### config.mk
export PLATFORM = sky130hd
export DESIGN_NAME = reg_bus_arbiter
export DESIGN_NICKNAME = d
export VERILOG_FILES = /design/src/rtl/reg_bus_pkg.sv /design/src/rtl/rr_arb2.sv /design/src/rtl/reg_bus_arbiter.sv
export SDC_FILE = /design/constraint.sdc
export NUM_CORES = 1
export LEC_CHECK = 0
export CAP_MARGIN = 20
export CORE_MARGIN = 5
export CORE_UTILIZATION = 55
export DETAILED_ROUTE_END_ITERATION = 10
export DONT_BUFFER_PORTS = 1
export GPL_TIMING_DRIVEN = 0
export PLACE_DENSITY_LB_ADDON = 0.3
export SYNTH_ARGS = -nofsm -noshare
export SYNTH_HDL_FRONTEND = slang
export SYNTH_SLANG_ARGS = --single-unit
### constraint.sdc
create_clock -name clk -period 1.7 [get_ports clk]
set_clock_uncertainty 0.05 [all_clocks]
set_input_delay 0.17 -clock clk [delete_from_list [all_inputs] [get_ports clk]]
set_output_delay 0.17 -clock clk [all_outputs]
set_load 0.1 [all_outputs]
### src/rtl/reg_bus_pkg.sv
// Shared types and defaults for the peripheral register bus.
// Imported by the arbiter, the register wrapper and the peripherals.
package reg_bus_pkg;

    localparam int NUM_MASTERS = 2;
    localparam int DEF_ADDR_W  = 7;
    localparam int DEF_DATA_W  = 8;

    typedef enum logic [1:0] {
        IDLE,
        ACCESS,
        WAIT,
        DONE
    } state_t;

endpackage

### src/rtl/rr_arb2.sv
// Combinational two-way round-robin grant.
// When both masters request, the one not granted last wins.
module rr_arb2
    import reg_bus_pkg::*;
(
    input  logic [NUM_MASTERS-1:0] req,
    input  logic                   last_gnt,
    output logic                   gnt_valid,
    output logic                   gnt_idx
);

    always_comb begin
        gnt_valid = |req;
        gnt_idx   = 1'b0;
        case (req)
            2'b01:   gnt_idx = 1'b0;
            2'b10:   gnt_idx = 1'b1;
            2'b11:   gnt_idx = ~last_gnt;
            default: gnt_idx = 1'b0;
        endcase
    end

endmodule

### src/rtl/reg_bus_arbiter.sv
// Two-master arbiter for the shared peripheral register bus.
// Serialises accesses, drives single-cycle strobes and returns read data with an ack pulse.
module reg_bus_arbiter
    import reg_bus_pkg::*;
#(
    parameter int ADDR_W = DEF_ADDR_W,
    parameter int DATA_W = DEF_DATA_W,
    parameter int RD_LAT = 1
) (
    input  logic              clk,
    input  logic              reset,

    input  logic              m0_req,
    input  logic              m0_we,
    input  logic [ADDR_W-1:0] m0_addr,
    input  logic [DATA_W-1:0] m0_wdata,
    output logic              m0_ack,
    output logic [DATA_W-1:0] m0_rdata,

    input  logic              m1_req,
    input  logic              m1_we,
    input  logic [ADDR_W-1:0] m1_addr,
    input  logic [DATA_W-1:0] m1_wdata,
    output logic              m1_ack,
    output logic [DATA_W-1:0] m1_rdata,

    output logic [ADDR_W-1:0] bus_addr,
    output logic              bus_wr_en,
    output logic              bus_rd_en,
    output logic [DATA_W-1:0] bus_wdata,
    input  logic [DATA_W-1:0] bus_rdata,

    output logic              busy,
    output logic              gnt_id
);

    localparam logic [3:0] RD_LAT_V = 4'(RD_LAT);

    state_t            state;
    state_t            state_next;
    logic [3:0]        lat_cnt;
    logic              lat_we;
    logic [ADDR_W-1:0] lat_addr;
    logic [DATA_W-1:0] lat_wdata;
    logic              last_gnt;
    logic              gnt_valid;
    logic              gnt_idx;
    logic              capture;

    rr_arb2 u_arb (
        .req       ({m1_req, m0_req}),
        .last_gnt  (last_gnt),
        .gnt_valid (gnt_valid),
        .gnt_idx   (gnt_idx)
    );

    always_ff @(posedge clk or posedge reset) begin
        if (reset) begin
            state <= IDLE;
        end else begin
            state <= state_next;
        end
    end

    always_comb begin
        state_next = state;
        bus_wr_en  = 1'b0;
        bus_rd_en  = 1'b0;
        m0_ack     = 1'b0;
        m1_ack     = 1'b0;
        capture    = 1'b0;
        case (state)
            IDLE: begin
                if (gnt_valid) begin
                    state_next = ACCESS;
                end
            end
            ACCESS: begin
                bus_wr_en  = lat_we;
                bus_rd_en  = ~lat_we;
                state_next = lat_we ? DONE : WAIT;
            end
            WAIT: begin
                if (lat_cnt == 4'd1) begin
                    capture    = 1'b1;
                    state_next = DONE;
                end
            end
            DONE: begin
                m0_ack     = ~gnt_id;
                m1_ack     = gnt_id;
                state_next = IDLE;
            end
            default: state_next = IDLE;
        endcase
    end

    // Master inputs are only looked at in IDLE; the latched copy drives the bus afterwards.
    always_ff @(posedge clk or posedge reset) begin
        if (reset) begin
            lat_we    <= 1'b0;
            lat_addr  <= '0;
            lat_wdata <= '0;
            gnt_id    <= 1'b0;
            last_gnt  <= 1'b1;
            lat_cnt   <= 4'd0;
            m0_rdata  <= '0;
            m1_rdata  <= '0;
        end else begin
            if (state == IDLE && gnt_valid) begin
                lat_we    <= gnt_idx ? m1_we    : m0_we;
                lat_addr  <= gnt_idx ? m1_addr  : m0_addr;
                lat_wdata <= gnt_idx ? m1_wdata : m0_wdata;
                gnt_id    <= gnt_idx;
                last_gnt  <= gnt_idx;
            end
            if (state == ACCESS && !lat_we) begin
                lat_cnt <= RD_LAT_V;
            end else if (state == WAIT) begin
                lat_cnt <= lat_cnt - 4'd1;
            end
            if (capture) begin
                if (gnt_id) begin
                    m1_rdata <= bus_rdata;
                end else begin
                    m0_rdata <= bus_rdata;
                end
            end
        end
    end

    assign bus_addr  = lat_addr;
    assign bus_wdata = lat_wdata;
    assign busy      = (state != IDLE);

endmodule

# Word-level counts from Yosys, hierarchy flattened
# Cells that the tools add are included.
# op_classes
n_addsub,1
eq_ne,8
muxes,16
bitwise,3
n_reduce_logical,10
# ops
operator,count
"equality test 2 bit, second input constant",4
two-way mux 1 bit,8
two-way mux 4 bit,2
two-way mux 8 bit,1
case mux 2 bit (4 select lines),1
two-way mux 7 bit,1
AND reduction 2 bit,3
"equality test 4 x 1 -> 1 bit, second input constant",1
two-way mux 2 bit,2
"inequality test 2 bit, second input constant",2
nonzero test 2 bit,2
"subtractor 4 x 1 -> 4 bit, second input constant",1
inverter 1 bit,3
"equality test 2 x 1 -> 1 bit, second input constant",1
logical AND 1 bit,2
logical NOT 2 bit,1
case mux 1 bit (2 select lines),1
OR reduction 2 bit,1
logical NOT 1 bit,1
# word_totals
regBits,40
inputBits,44
out_inout_bits,37
word_cells,47

# Logic depth before layout (Yosys ltp)
# Gate-level depths: netlist (run 1).
# logic_depth
depth_word,4
depth_mapped,6
mapped_depth_nobuf,5

# Hierarchy
# A second synthesis (run 1) with hierarchy kept.
# hier_totals
hier_cells,158
hier_area_um2,1869.3
# by_module_without_submodules
mod,instances,cells_each,area_each_um2,seq_area_each_um2
reg_bus_arbiter,1,156,1855.5,1002.2
rr_arb2,1,2,13.8,0.0

# Worst setup path before layout (run 1)
# No wires, ideal clock.
# synth_timing
kind,register to output
from,register gnt_id
to,output m0_ack
arrival_ns,2.282
t_required_ns,1.480
path_slack_ns,-0.802
stages_incl_launch_ff,2
path_buffers,0
path_cell_list,dfrtp_1 -> nor2b_1
# synth_between
elab_chain_len,2
# synth_rtl
item,line_no,source
start: declaration,reg_bus_arbiter.sv:34,output logic gnt_id
start signal: assignment,reg_bus_arbiter.sv:114,gnt_id <= gnt_idx;
inverter 1 bit,reg_bus_arbiter.sv:90,m0_ack = ~gnt_id;
two-way mux 1 bit,reg_bus_arbiter.sv:72,case (state)
end: declaration,reg_bus_arbiter.sv:17,"output logic m0_ack,"
# No other way between the ends.

# Final worst setup path (run 1)
# layout_timing
from,register lat_cnt[1]
to,register m0_rdata[7]
# layout_between
elab_chain_len,4
# layout_rtl
item,line_no,source
start: declaration,reg_bus_arbiter.sv:41,logic [3:0] lat_cnt;
start signal: assignment,reg_bus_arbiter.sv:120,lat_cnt <= lat_cnt - 4'd1;
equality test 4 x 1 -> 1 bit,reg_bus_arbiter.sv:84,if (lat_cnt == 4'd1) begin
two-way mux 1 bit,reg_bus_arbiter.sv:84,
two-way mux 1 bit,reg_bus_arbiter.sv:72,
AND reduction 2 bit (no source line),--,
end signal: assignment,reg_bus_arbiter.sv:126,m0_rdata <= bus_rdata;
end: declaration,reg_bus_arbiter.sv:18,"output logic [DATA_W-1:0] m0_rdata,"
# No other way between the ends.
# A chain may end at the register's enable or synchronous reset.

==> parameters.txt, run 1 <==
Parameter                              Value

Floorplanning
  I/O pin total ... 81
  Die width ... 67.8 um
  Core area ... 3280 sq um
  Die Footprint ... 4600 sq um
  Core Rows ... 21
  Vert. Die Dim ... 67.8 um
  Initial core utilization ... 0.560

Layout
  Post-route cell area ... 2670 sq um
  Relative area change from synthesis to final layout ... 45.1%
  Filler Cells Inserted ... 191
  Ratio of cells with drive above 1 in the final layout ... 0.327
  Inserted Diodes ... 0
  Commonest non-fill, non-tap cells in the layout ... 37 x dfrtp_1, 37 x dlygate4sd3_1, 18 x nand2_1
  Nets ... 265

Route
  Remaining DRCs ... 0
  Total length of routed wires ... 5.12 mm
  DR top layer ... met4
  Met2 layer wire length in the routed design ... 2.80 mm
  Met1 layer wirelength in the final routing ... 1.84 mm
  Per-cell via count in the routed design ... 5.55
  Detailed route wirelength on metal3 ... 379 um
  Remaining antenna violation count ... 0
  Starting DRC count in detailed routing ... 71
  Total vias in the final route ... 1444
  Per-cell routed wire length ... 19.7 um
  First-pass DRT Iterations ... 4

Worst setup path
  Largest delay contributor family on the critical path ... simple AND/OR/NAND/NOR gates
  Largest fanout on the critical path ... 8
  Logic depth of the worst register-to-register path ... 6
  Start of the worst register-to-register path ... lat_cnt[1]
  Critical Path Max Stage Delay ... 410 ps
  Library cell contributing the largest single delay on the critical path ... dfrtp_1
  Critical path capture point type ... register
  Reg-to-reg critical path endpoint ... m0_rdata[7]
  Data arrival time at the worst-slack endpoint ... 2050 ps
  CP required ... 1890 ps
  Startpoint type of the worst setup path ... register
  Slack of the worst reg-to-reg path ... -160 ps
  Startpoint-to-endpoint class of the critical path ... reg -> reg
  Crit path buffers/inverters ... 2
  Ordered list of cells on the worst path ... inv_2, ha_4, or3b_4, nor3b_4, buf_12, mux2_4

Run
  Reported max-cap violation count ... 0

Yosys
  Sequential share of the synthesized area ... 0.545
  Largest cells by area after synthesis ... dfrtp_1 53%, mux2_2 10%, mux2i_1 8.7%
  Number of distinct library cells after synthesis ... 29
  Largest area contributor in the synthesized netlist ... dfrtp_1
  Area of the mapped netlist ... 1840 sq um
  Synthesized instance count ... 154
  Net count of the mapped netlist ... 205
  YS warnings ... 0
  Post-Syn Area per Cell ... 11.9 sq um
  Flip-flop and latch count after synthesis ... 40
  Area share of the largest cell type after synthesis ... 0.531

GRT
  Aggregate global-route resource usage ... 0.235
  Via count of the first global-routing pass ... 1584
  Maximum number of pins on one net before global-route repair ... 41
  Initial antenna violation count ... 0
  Residual overflow from global routing ... 0
  Global-route wire length before repair ... 7.85 mm

STA
  Final cycle utilization of the critical path ... 1.09
  RSZ-0062 raised after global routing ... true
  Relative slew margins ... 0.374
  Final number of hold-violating endpoints ... 3
  Highest attainable clock frequency ... 537 MHz
  Transition time at the pin with the least slew margin ... 939 ps
  Final setup violation count ... 14
  Worst Hold Margin ... -11.9 ps
  Worst Slack Setup Final ... -161 ps
  Max-slew violation count ... 0
  Post-route minimum period ... 1860 ps

Clock tree
  Clk Latency, worst-skew pair ... 350 ps
  TritonCTS sink count ... 40
  Cell chosen for the clock root ... clkbuf_4
  Buffer levels on the longest clock path ... 2
  Clock tree from TritonCTS ... done
  Maximum level of the CTS H-tree ... 2
  Clock slew at reported path FFs ... 120 ps
  Clock buffer count from CTS ... 5

Place
  Global placer's final weighted congestion ... 0.686
  Sum of net half-perimeters after detailed placement ... 2.89 mm
  Cell area reported after detailed placement ... 1910 sq um
  Port Buf Inserts ... 0

Outcome
  Violated checks ... negative hold slack, negative setup slack
  Result of the run ... finished with violations

Hold path
  Hold depth ... 2
  Startpoint of the lowest-slack hold path ... m1_wdata[0]
  Path class of the lowest-slack min-delay path ... in -> reg
  Hold path endpoint ... bus_wdata[0]
[registers in the layout, indices dropped and copies added, names as in the netlist]
name and count:
lat_we 1, last_gnt 1, bus_wdata 8, gnt_id 1, m1_rdata 8, bus_addr 7
m0_rdata 8, lat_cnt 4, state 2
[kinds of logic after synthesis]
| group | after synthesis | share of synthesized area |
|---|---|---|
| buf+inv | 12 | 0.0300 |
| compound gates | 25 | 0.0762 |
| simple gates | 34 | 0.0953 |
| xor+xnor | 3 | 0.0143 |
| fa+ha+maj | 7 | 0.0476 |
| mux | 33 | 0.191 |
| flops | 40 | 0.545 |
[cells in the mapped netlist (all sizes together)]
cell,instances
a2bb2oi,1
o21ai,18
nand2,18
dfrtp,39
mux2,17
a21bo,1
a31oi,1
xor2,1
nor4b,1
mux2i,16
buf,3
xnor2,2
and2,2
nor2,5
a21oi,2
nand2b,1
nor3,1
clkbuf,3
nor2b,2
a211oi,2
nand4,1
inv,6
dfstp,1
nor3b,2
or3b,1
ha,7
[how the worst max path moves through the flow]
stage | from | to | slack (ps) | cells past startpoint
after global routing | lat_cnt[1] | m0_rdata[1] | -210 | 6
after detailed placement | lat_cnt[1] | m0_rdata[2] | -340 | 5
after global placement | lat_cnt[1] | m0_rdata[3] | -280 | 5
after CTS | lat_cnt[1] | m0_rdata[1] | -170 | 6
after floorplan | lat_cnt[1] | m0_rdata[0] | -150 | 5
final | lat_cnt[1] | m0_rdata[7] | -160 | 6
[metrics by stage]
| step | setup TNS (ps) | worst slack [ps] | util | instances |
|---|---|---|---|---|
| 3_3_place_gp | -3680 | -279 | 0.581 | 200 |
| 4_1_cts | -1600 | -173 | 0.794 | 259 |
| 6_report | -1690 | -161 | 0.812 | 260 |
| 2_1_floorplan | -1240 | -151 | - | 154 |
| 5_1_grt | -2410 | -206 | 0.812 | 260 |
| 3_5_place_dp | -4710 | -336 | 0.581 | 200 |
[worst register-to-register path, delay by kind of cell (launching register included)]
family                     cells  cell delay [ps]
and+or+nand+nor                2              610
DFF                            1              410
muxes                          1              310
buffers and inverters          2              260
adders and majority gates      1              130
[what timing repair did]
item | in CTS | in global routing
hold buffers | 37 | 1
hold endpoints to repair | 69 | 1
resized for setup | 40 | 21
pin swaps | 4 | 4
endpoints found under the setup margin | 39 | 42
buffers inserted | 15 | 3
[area by class of cell]
cell class	count	area [sq um]	area share
flip-flops and latches	40	1010	0.378
multi-input cells	102	963	0.361
repair buffers	55	533	0.200
well taps	46	57.6	0.0216
clock buffers	6	41.3	0.0155
plain buffers	4	31.3	0.0117
inverters	6	28.8	0.0108
clock inverters	1	5.00	0.00188
[layer usage]
metal  vias to the layer above  global-route usage
li1                        655                   -
met4                         0              0.0844
met1                       716               0.245
met2                        63               0.434
met5                         -                   0
met3                        10              0.0821
Power of run 1 is not shown: default switching activity piles up to over one toggle a cycle in this logic, so the estimate is an artifact.
==> run 2: changes to the inputs <==
- CORE_MARGIN: 5 -> not set
==> parameters.txt, run 2 (same netlist as run 1, synthesis figures left out) <==
Parameter                              Value

Worst setup path
  Startpoint-to-endpoint class of the critical path ... reg -> reg
  Data arrival time at the worst-slack endpoint ... 2030 ps (-20 ps)
  Largest fanout on the critical path ... 8 (unchanged)
  Critical path capture point type ... register
  Crit path buffers/inverters ... 2 (unchanged)
  Startpoint type of the worst setup path ... register
  CP required ... 1890 ps (about the same)
  Critical Path Max Stage Delay ... 400 ps (about the same)
  Ordered list of cells on the worst path ... inv_2, ha_4, or3b_4, nor3b_4, buf_12, mux2_4
  Largest delay contributor family on the critical path ... simple AND/OR/NAND/NOR gates
  Library cell contributing the largest single delay on the critical path ... dfrtp_1

STA
  Worst Hold Margin ... -32.8 ps (-20.9 ps)
  Relative slew margins ... 0.374 (about the same)
  RSZ-0062 raised after global routing ... true
  Highest attainable clock frequency ... 543 MHz (+0.98%)
  Final cycle utilization of the critical path ... 1.08 (-0.0107)
  Worst Slack Setup Final ... -142 ps (+18.1 ps)
  Final number of hold-violating endpoints ... 1 (-2)
  Max-slew violation count ... 0 (unchanged)
  Final setup violation count ... 12 (-2)
  Post-route minimum period ... 1840 ps (-18.1 ps)
  Transition time at the pin with the least slew margin ... 940 ps (+0.263 ps)

Route
  Met1 layer wirelength in the final routing ... 1.71 mm (-6.9%)
  Detailed route wirelength on metal3 ... 311 um (-18%)
  Per-cell routed wire length ... 18.3 um (-7.1%)
  Starting DRC count in detailed routing ... 46 (-35%)
  Per-cell via count in the routed design ... 5.50 (-0.97%)
  Total length of routed wires ... 4.57 mm (-11%)
  Remaining antenna violation count ... 0 (unchanged)
  Total vias in the final route ... 1375 (-4.8%)
  Met2 layer wire length in the routed design ... 2.45 mm (-13%)
  First-pass DRT Iterations ... 4 (unchanged)
  Remaining DRCs ... 0 (unchanged)
  DR top layer ... met4

GRT
  Via count of the first global-routing pass ... 1449 (-8.5%)
  Maximum number of pins on one net before global-route repair ... 41 (unchanged)
  Residual overflow from global routing ... 0 (unchanged)
  Initial antenna violation count ... 0 (unchanged)
  Aggregate global-route resource usage ... 0.266 (+0.0306)
  Global-route wire length before repair ... 6.71 mm (-15%)

Layout
  Relative area change from synthesis to final layout ... 38.9%
  Ratio of cells with drive above 1 in the final layout ... 0.316 (-0.0116)
  Filler Cells Inserted ... 191 (unchanged)
  Commonest non-fill, non-tap cell in the layout ... dfrtp_1
  Area used by sequential logic in the layout ... 1010 sq um (unchanged)
  Area of the multi-input gates ... 912 sq um (-5.3%)
  Post-route cell area ... 2550 sq um (-4.3%)
  Nets ... 256 (-3.4%)
  Commonest non-fill, non-tap cells in the layout ... 37 x dfrtp_1, 33 x dlygate4sd3_1, 18 x nand2_1
  Inserted Diodes ... 0 (unchanged)

Clock tree
  TritonCTS sink count ... 40 (unchanged)
  Clock tree from TritonCTS ... done
  Clk Latency, worst-skew pair ... 360 ps (about the same)
  Cell chosen for the clock root ... clkbuf_4
  Clock slew at reported path FFs ... 130 ps (about the same)
  Maximum level of the CTS H-tree ... 2 (unchanged)
  Clock buffer count from CTS ... 5 (unchanged)
  Buffer levels on the longest clock path ... 2 (unchanged)

Place
  Sum of net half-perimeters after detailed placement ... 2.71 mm (-6.4%)
  Port Buf Inserts ... 0 (unchanged)
  Worst slack after detailed placement ... -315 ps (+21.9 ps)
  Cell area reported after detailed placement ... 1910 sq um (-0.13%)
  Global placer's final weighted congestion ... 0.731 (+6.6%)

Floorplanning
  Die width ... 59.8 um (-12%)
  Die Footprint ... 3580 sq um (-22%)
  Initial core utilization ... 0.592 (+0.0327)
  Core Rows ... 20 (-4.8%)
  I/O pin total ... 81 (unchanged)
  Core area ... 3100 sq um (-5.5%)
  Vert. Die Dim ... 59.8 um (-12%)

Outcome
  Violated checks ... negative hold slack, negative setup slack
  Result of the run ... finished with violations

Run
  Reported max-cap violation count ... 0 (unchanged)

Hold path
  Path class of the lowest-slack min-delay path ... in -> reg
run 2: cell count changes in the layout (fill, tap and decap cells not counted), sizes merged:
cell,delta
buf,-5
clkinv,-1
clkinvlp,+2
dlygate4sd3,-4
run 2: worst paths after layout:
kind | startpoint | end | slack (ps) | cells past startpoint
max in group asynchronous | reset | gnt_id | 610 | 2
max reg2reg | lat_cnt[1] | m0_rdata[6] | -140 | 6
min in group asynchronous | reset | m1_rdata[2] | 360 | 2
min reg2reg | lat_we | lat_we | 530 | 2
min | m1_addr[6] | bus_addr[6] | -30 | 2
max | lat_cnt[1] | m0_rdata[6] | -140 | 6
run 2: worst register-to-register path, stage by stage (launching register included):
cell and delay (ps):
dfrtp_1 400, inv_2 80, ha_4 120, or3b_4 390
nor3b_4 220, buf_12 170, mux2_4 300
run 2: cell type report:
type / instances / share of cell area
Inverter: 6 / 0.0113
Clock inverter: 2 / 0.00588
Multi-Input combinational cell: 102 / 0.357
Clock buffer: 6 / 0.0201
Tap cell: 44 / 0.0216
Sequential cell: 40 / 0.394
Timing Repair Buffer: 44 / 0.171
Buffer: 6 / 0.0186
run 2: through the flow:
step                hold slack (ps)  utilization  setup TNS (ps)  instances
finish                        -32.8        0.823           -1330        250
global route                   4.64        0.823           -2000        250
detailed placement              203        0.615           -4750        198
floorplan                       190            -           -1240        154
CTS                            1.31        0.792           -1570        246
global placement                195        0.615           -3730        198
run 2: per-layer routing:
metal,vias to the layer above,GRT usage
met5,-,0
met4,0,0.0897
met3,13,0.0693
met2,73,0.513
met1,656,0.273
li1,633,-
run 2: what timing repair did:
action | 4_1_cts | 5_1_grt
endpoints found under the setup margin | 38 | 27
pin swaps | 2 | 4
resized for setup | 27 | 20
gates cloned | 0 | 0
hold endpoints to repair | 67 | 1
hold buffers | 32 | 1
buffers inserted | 8 | 3
Power of run 2 is left out for the same reason.
==> run 3: changes to the inputs <==
- GPL_TIMING_DRIVEN: 0 -> not set
==> parameters.txt, run 3 (same netlist as run 1, synthesis figures left out) <==
Parameter                              Value

Outcome
  Result of the run ... finished with violations
  Violated checks ... negative setup slack

Clock tree
  TritonCTS sink count ... 40 (unchanged)
  Clock tree from TritonCTS ... done
  Cell chosen for the clock root ... clkbuf_4
  Clock slew at reported path FFs ... 140 ps (about the same)
  Maximum level of the CTS H-tree ... 2 (unchanged)
  Clock buffer count from CTS ... 5 (unchanged)
  Clk Latency, worst-skew pair ... 390 ps (+30 ps)
  Buffer levels on the longest clock path ... 2 (unchanged)

Route
  First-pass DRT Iterations ... 6 (+2)
  Per-cell routed wire length ... 27.4 um (+50%)
  Per-cell via count in the routed design ... 6.26 (+14%)
  Starting DRC count in detailed routing ... 161 (+250%)
  Remaining DRCs ... 0 (unchanged)
  Remaining antenna violation count ... 0 (unchanged)
  Total vias in the final route ... 1846 (+34%)
  Total length of routed wires ... 8.10 mm (+77%)

Layout
  Final Instance Count excl. Fillers ... 295 (+18%)
  Inserted Diodes ... 0 (unchanged)
  Commonest non-fill, non-tap cell in the layout ... buf_4
  Nets ... 302 (+18%)
  Commonest non-fill, non-tap cells in the layout ... 46 x buf_4, 40 x dlygate4sd3_1, 38 x dfrtp_1
  Ratio of cells with drive above 1 in the final layout ... 0.406 (+0.0908)
  Relative area change from synthesis to final layout ... 61.0%

STA
  Post-route minimum period ... 1960 ps (+117 ps)
  RSZ-0062 raised after global routing ... true
  Final number of hold-violating endpoints ... 0 (-1)
  Sum Neg Setup Slack ... -2640 ps (-1310 ps)
  Final setup violation count ... 22 (+10)
  Final cycle utilization of the critical path ... 1.15 (+0.0687)
  Highest attainable clock frequency ... 510 MHz (-6.0%)
  Max-slew violation count ... 0 (unchanged)
  Worst Slack Setup Final ... -259 ps (-117 ps)
  Relative slew margins ... 0.655 (+0.281)
  Transition time at the pin with the least slew margin ... 518 ps (-422 ps)

Floorplanning
  Vert. Die Dim ... 59.8 um (unchanged)
  Die width ... 59.8 um (unchanged)
  Core area ... 3100 sq um (unchanged)
  Core Rows ... 20 (unchanged)
  Die Footprint ... 3580 sq um (unchanged)
  Initial core utilization ... 0.592 (unchanged)
  I/O pin total ... 81 (unchanged)

Place
  Sum of net half-perimeters after detailed placement ... 2.97 mm (+9.7%)
  Placed insts ... 240 (+21%)
  Port Buf Inserts ... 0 (unchanged)
  Worst slack after detailed placement ... -223 ps (+91.6 ps)
  Global placer's final weighted congestion ... 0.718 (-1.8%)

GRT
  Global-route wire length before repair ... 8.25 mm (+23%)
  Aggregate global-route resource usage ... 0.339 (+0.0732)
  Maximum number of pins on one net before global-route repair ... 41 (unchanged)
  Via count of the first global-routing pass ... 1672 (+15%)
  Residual overflow from global routing ... 0 (unchanged)
  Initial antenna violation count ... 0 (unchanged)

Worst setup path
  CP required ... 1930 ps (+40 ps)
  Critical Path Max Stage Delay ... 430 ps (+30 ps)
  Critical path capture point type ... register
  Startpoint type of the worst setup path ... register
  Crit path buffers/inverters ... 2 (unchanged)
  Worst setup path startpoint ... lat_cnt[1]
  Library cell contributing the largest single delay on the critical path ... dfrtp_1
  Data arrival time at the worst-slack endpoint ... 2190 ps (+160 ps)
  Startpoint-to-endpoint class of the critical path ... reg -> reg
  Largest fanout on the critical path ... 8 (unchanged)
  Ordered list of cells on the worst path ... inv_2, ha_4, or3b_4, nor3b_4, buf_12, mux2_4
  Largest delay contributor family on the critical path ... simple AND/OR/NAND/NOR gates
  Start of the worst register-to-register path ... lat_cnt[1]

Run
  Reported max-cap violation count ... 0 (unchanged)

Hold path
  Path class of the lowest-slack min-delay path ... in -> reg
  Startpoint of the lowest-slack hold path ... m0_req
## run 3: cell types whose count changed in the layout (fill, tap and decap cells not counted), moves of 2 or more
cell           delta
buf_12            +6
buf_4            +37
buf_6             -3
clkinvlp_4        -2
dlygate4sd3_1     +7
ha_2              +2
inv_1             +2
o21ai_1           -2
## run 3: stage by stage
step	utilization	area (sq um)	hold slack (ps)
after floorplan	-	1850	190
after global placement	0.750	2330	152
after detailed placement	0.750	2330	162
after CTS	0.903	2800	-91.2
after global routing	0.954	2960	16.4
final	0.954	2960	31.8
## run 3: layout make-up
cell class	instances	area [sq um]
Fill cell	73	144
Timing Repair Buffer	96	923
Clock buffer	5	37.5
Sequential cell	40	1000
Clock inverter	2	12.5
Inverter	6	22.5
Multi-Input combinational cell	102	905
Tap cell	44	55.1
## run 3: metal layers
| layer | share of wire | up-vias | GRT usage |
|---|---|---|---|
| met4 | 0.089 | 0 | 0.176 |
| met5 | 0 | - | 0 |
| li1 | - | 725 | - |
| met1 | 0.32 | 886 | 0.341 |
| met3 | 0.093 | 65 | 0.0909 |
| met2 | 0.50 | 170 | 0.630 |
## run 3: what timing repair did
action                                 CTS  global route
resized for setup                        5            24
pin swaps                                2             3
setup buffers                            2             5
setup endpoints to repair               21            17
endpoints found under the hold margin   71             2
cloned                                   0             0
hold buffers                            39             1
## run 3: path summary, 6_finish.rpt
path / slack (ps) / cells past startpoint / endpoint
max in group asynchronous: 910 / 3 / gnt_id
max reg2reg: -260 / 6 / m0_rdata[5]
min in group asynchronous: 300 / 3 / state[0]
min: 30 / 3 / state[0]
min reg2reg: 480 / 1 / m1_rdata[3]
max: -260 / 6 / m0_rdata[5]
## run 3: worst register-to-register path: stages, from the launching register on
cell     delay, ps
dfrtp_1        430
inv_2           90
ha_4           130
or3b_4         410
nor3b_4        260
buf_12         170
mux2_4         330
Power of run 3 is left out for the same reason.
